`src/rtl/vga_timing_gen.sv`:
```
// 640x480 VGA raster timing: pixel-rate divider, h/v counters, registered sync/visible
// decode and frame/animation strobes, all frozen while en is low.
module vga_timing_gen #(
  parameter int unsigned CLK_DIV         = 2,
  parameter int unsigned H_TOTAL         = 800,
  parameter int unsigned H_SYNC          = 96,
  parameter int unsigned H_VIS_START     = 144,
  parameter int unsigned H_VIS_END       = 783,
  parameter int unsigned V_TOTAL         = 521,
  parameter int unsigned V_SYNC          = 2,
  parameter int unsigned V_VIS_START     = 31,
  parameter int unsigned V_VIS_END       = 510,
  parameter int unsigned FRAMES_PER_TICK = 60
) (
  input  logic       clk,
  input  logic       rst_n,
  input  logic       en,
  output logic       pix_en,
  output logic [9:0] h_count,
  output logic [9:0] v_count,
  output logic       hsync,
  output logic       vsync,
  output logic       visible,
  output logic       frame_start,
  output logic       anim_tick,
  output logic       anim_level
);

  localparam int unsigned DivW = (CLK_DIV > 1) ? $clog2(CLK_DIV) : 1;
  localparam int unsigned FrmW = (FRAMES_PER_TICK > 1) ? $clog2(FRAMES_PER_TICK) : 1;

  localparam logic [DivW-1:0] DivMax   = DivW'(CLK_DIV - 1);
  localparam logic [FrmW-1:0] FrmMax   = FrmW'(FRAMES_PER_TICK - 1);
  localparam logic [9:0]      HMax     = 10'(H_TOTAL - 1);
  localparam logic [9:0]      VMax     = 10'(V_TOTAL - 1);
  localparam logic [9:0]      HSyncEnd = 10'(H_SYNC);
  localparam logic [9:0]      VSyncEnd = 10'(V_SYNC);
  localparam logic [9:0]      HVisLo   = 10'(H_VIS_START);
  localparam logic [9:0]      HVisHi   = 10'(H_VIS_END);
  localparam logic [9:0]      VVisLo   = 10'(V_VIS_START);
  localparam logic [9:0]      VVisHi   = 10'(V_VIS_END);

  logic [DivW-1:0] div_q, div_d;
  logic [9:0]      h_q, h_d;
  logic [9:0]      v_q, v_d;
  logic            hsync_q, hsync_d;
  logic            vsync_q, vsync_d;
  logic            visible_q, visible_d;
  logic            frame_start_q, frame_start_d;
  logic            anim_tick_q, anim_tick_d;
  logic [FrmW-1:0] frm_q, frm_d;
  logic            level_q, level_d;
  logic            line_end, frame_end;

  assign pix_en    = en && (div_q == DivMax);
  assign line_end  = (h_q == HMax);
  assign frame_end = line_end && (v_q == VMax);

  // Strobes are gated by en so a pulse landing in a frozen cycle is held, not lost.
  assign frame_start = frame_start_q & en;
  assign anim_tick   = anim_tick_q & en;

  always_comb begin
    div_d = div_q;
    if (en) begin
      div_d = (div_q == DivMax) ? '0 : div_q + DivW'(1);
    end
  end

  always_comb begin
    h_d = h_q;
    v_d = v_q;
    if (pix_en) begin
      if (!line_end) begin
        h_d = h_q + 10'd1;
      end else begin
        h_d = '0;
        v_d = (v_q == VMax) ? '0 : v_q + 10'd1;
      end
    end
  end

  // Decode from next-state counters so sync/visible land on the same edge as the counters.
  always_comb begin
    hsync_d   = (h_d >= HSyncEnd);
    vsync_d   = (v_d >= VSyncEnd);
    visible_d = (h_d >= HVisLo) && (h_d <= HVisHi) && (v_d >= VVisLo) && (v_d <= VVisHi);
  end

  always_comb begin
    frm_d   = frm_q;
    level_d = level_q;
    if (frame_start) begin
      frm_d   = anim_tick ? '0 : frm_q + FrmW'(1);
      level_d = level_q ^ anim_tick;
    end
  end

  always_comb begin
    frame_start_d = frame_start_q;
    anim_tick_d   = anim_tick_q;
    if (en) begin
      frame_start_d = pix_en && frame_end;
      anim_tick_d   = pix_en && frame_end && (frm_d == FrmMax);
    end
  end

  always_ff @(posedge clk or negedge rst_n) begin
    if (!rst_n) begin
      div_q         <= '0;
      h_q           <= '0;
      v_q           <= '0;
      hsync_q       <= 1'b0;
      vsync_q       <= 1'b0;
      visible_q     <= 1'b0;
      frame_start_q <= 1'b0;
      anim_tick_q   <= 1'b0;
      frm_q         <= '0;
      level_q       <= 1'b0;
    end else begin
      div_q         <= div_d;
      h_q           <= h_d;
      v_q           <= v_d;
      hsync_q       <= hsync_d;
      vsync_q       <= vsync_d;
      visible_q     <= visible_d;
      frame_start_q <= frame_start_d;
      anim_tick_q   <= anim_tick_d;
      frm_q         <= frm_d;
      level_q       <= level_d;
    end
  end

  assign h_count    = h_q;
  assign v_count    = v_q;
  assign hsync      = hsync_q;
  assign vsync      = vsync_q;
  assign visible    = visible_q;
  assign anim_level = level_q;

endmodule

```
`config.mk`:
```
export PLATFORM = sky130hd
export DESIGN_NAME = vga_timing_gen
export DESIGN_NICKNAME = d
export VERILOG_FILES = /design/src/rtl/vga_timing_gen.sv
export SDC_FILE = /design/constraint.sdc
export NUM_CORES = 1
export LEC_CHECK = 0
export BUFFER_PORTS_ARGS = -buffer_cell sky130_fd_sc_hd__buf_2
export CAP_MARGIN = 20
export CORE_MARGIN = 5
export CORE_UTILIZATION = 39
export CTS_CLUSTER_DIAMETER = 60
export DETAILED_ROUTE_END_ITERATION = 16
export SLEW_MARGIN = 5
export SYNTH_ARGS = -nofsm -noshare
export SYNTH_HDL_FRONTEND = slang
export SYNTH_SLANG_ARGS = --single-unit
```
`constraint.sdc`:
```
create_clock -name clk -period 4.28 [get_ports clk]
set_input_delay 0.856 -clock clk [delete_from_list [all_inputs] [get_ports clk]]
set_output_delay 0.856 -clock clk [all_outputs]
set_load 0.005 [all_outputs]
```
==> impl_metrics.json <==
{
  "grt_overflow": 0,
  "synth_edf_count": 0,
  "critPathRequiredTime_ns": 4.48,
  "via_per_inst": 5.47,
  "crit_start": "h_count[0]",
  "post-route-period-util_pct": 59.4,
  "cp-end-kind": "register",
  "setup_viol": 0,
  "layout-drive-gt1-share_pct": 20.2,
  "cp_max_fo": 5,
  "postRouteWirelength_um": 3930,
  "synth_area_mm2": 0.00178,
  "grt_max_degree": 34,
  "async_flop_share_pct": 100,
  "port_buffers": 29,
  "drt_iter0_drc": 164,
  "postRouteAntennaNets": 0,
  "place_congestion": 0.811,
  "postCtsResizedCells": 0,
  "drc": 0,
  "critical_path_buf_inv_count": 0,
  "gr-usage-all-layers_pct": 14.1,
  "clk_latency_ns": 0.28,
  "p_per_area_mw_per_mm2": 355,
  "fin_crit_ns": 2.54,
  "gr-usage-met3_pct": 4.63,
  "ys_warn_count": 0,
  "synth_seq_cells": 33,
  "n_fill_cell": 428,
  "cap_violations": 0,
  "worst_pin_slew_ns": 0.721,
  "dp_hpwl_um": 2900,
  "syn_inst": 188,
  "die_x_um": 77.6,
  "synth-seq-area-share_pct": 46.4,
  "hold_buffers": 0,
  "total_leakage_power_nw": 1.03,
  "synthTopCellsByArea": "dfrtp_1 46%, nand3_1 5.1%, o21ai_0 4.2%",
  "first_pass_iters": 4,
  "initial_core_util_pct": 40.6,
  "synth_nets": 195,
  "fin_cells": 270,
  "cts.clk_slew.worst_paths_ns": 0.06,
  "die_y_um": 77.6,
  "hold_viol": 0,
  "rr_worst_depth": 7,
  "slew_viol_final": 0,
  "antenna_found_initial": 0,
  "cp_num_cells": 7,
  "critical-path-top-delay-family": "simple AND/OR/NAND/NOR gates",
  "regToRegStartpoint": "h_count[0]",
  "hold_path.class": "reg2reg",
  "dieArea_mm2": 0.00602,
  "slew_headroom_pct": 51.9,
  "worst_setup_path_start_kind": "register",
  "gr-usage-met1_pct": 18.7,
  "core_mm2": 0.00438,
  "syn_area_per_cell_um2": 9.47,
  "wl_per_cell_um": 14.5,
  "synthToLayoutAreaGrowth_pct": 15.0,
  "fin_worst_skew_ns": 0.00890,
  "final_nets": 225,
  "cts_sinks": 33,
  "min_path_cells": 1,
  "path_cells": "ha_1 -> nor4b_1 -> nand4_1 -> o31ai_1 -> nand4_2 -> a22oi_2 -> nor3b_2",
  "fp-row-count": 24,
  "crit_arrival_ns": 2.75,
  "worst_path_largest_cell_delay_ns": 0.51,
  "setup_tns_ns": 0,
  "yosys.area.top_type_share_pct": 46.4,
  "ys.flop_type": "dfrtp_1",
  "status": "completed",
  "yosysTopAreaCell": "dfrtp_1",
  "busiest_layer": "met2",
  "cts_tree": "yes",
  "fmax_mhz": 393,
  "critPathKind": "reg2reg",
  "grtUsageMet2_pct": 21.5,
  "ios": 30,
  "rsz0062_at_grt": "no",
  "num_vias": 1477,
  "vdd_drop_max_mv": 0.207,
  "hp-start": "anim_level",
  "grt_pass1_vias": 1431,
  "cts_max_level": 2,
  "clock-root-buffer": "clkbuf_8",
  "grt_pass1_wl_um": 6860,
  "antennaDiodeCount": 0,
  "clk_path_buf_depth": 2,
  "synth_cell_types": 40,
  "postCtsSetupRepairBufs": 0,
  "cts_inserted_buffers": 5,
  "synth_most_common_cell": "dfrtp_1",
  "synthTopCellsByCount": "33 x dfrtp_1, 18 x nand2_1, 18 x nand3_1",
  "cpMaxStageDelayCell": "nor4b_1",
  "post-place-cells": 263
}
[through the flow]
stage | hold slack, ns | power [W] | setup slack (ns) | instance area (um2) | utilization [%]
finish | 0.468 | 0.000728 | 1.74 | 2050 | 46.7
global route | 0.496 | 0.000781 | 1.43 | 2050 | 46.7
CTS | 0.470 | 0.000743 | 1.74 | 2050 | 46.7
detailed placement | 0.458 | 0.000505 | 1.59 | 1960 | 44.7
global placement | 0.457 | 0.000504 | 1.59 | 1960 | 44.7
floorplan | 0.468 | 0.000450 | 1.93 | 1780 | -
[placed cells by master (no fill, tap or decap), types with 4 or more instances in the layout]
cell,instances
a21oi_1,4
and3_1,6
buf_2,29
clkbuf_8,6
dfrtp_1,33
ha_1,4
inv_1,14
nand2_1,18
nand3_1,18
nand4_1,8
nor2_1,9
nor3_1,7
o21ai_0,15
xnor2_1,6
xor2_1,5
[kinds of logic (layout without fill, tap and decap cells)]
group	count (synthesis)	count (layout)	synth area share, %
xor gates and xnor gates	12	12	6.32
DFF	33	33	46.4
adders and majority gates	4	4	2.81
and+or+nand+nor	83	83	26.8
buffers and inverters	20	50	4.64
AOI/OAI and AO/OA	33	33	11.3
muxes	3	3	1.76
[power by group]
part           switching [W]  leakage, nW  total, W  internal [W]
sequential         0.0000362        0.426  0.000377      0.000341
clock               0.000104       0.0443  0.000231      0.000127
combinational      0.0000677        0.556  0.000119     0.0000511
total               0.000208         1.03  0.000728      0.000520
[final cells by class]
class | count | area (um2) | share of cell area (%)
clock buffer | 7 | 86.3 | 4.22
multi-input combinational | 135 | 872 | 42.6
inverter | 14 | 52.6 | 2.57
tap | 52 | 65.1 | 3.18
timing repair buffer | 29 | 145 | 7.09
sequential | 33 | 826 | 40.3
[metal layers]
layer  wire length [um]  part of all wire, %
met1               1850                   47
met2               1790                   46
met4                 61                  1.6
met5                  0                    0
met3                222                  5.7
[worst paths after layout]
path,end,slack (ns)
worst max-delay path,visible,1.74
worst min-delay path,anim_level,0.47
worst max register to register,visible,1.74
worst min register to register,anim_level,0.47
max in group asynchronous,hsync,3.18
min in group asynchronous,frm_q[0],0.63
Note: power is estimated with default switching activity, not from simulation.
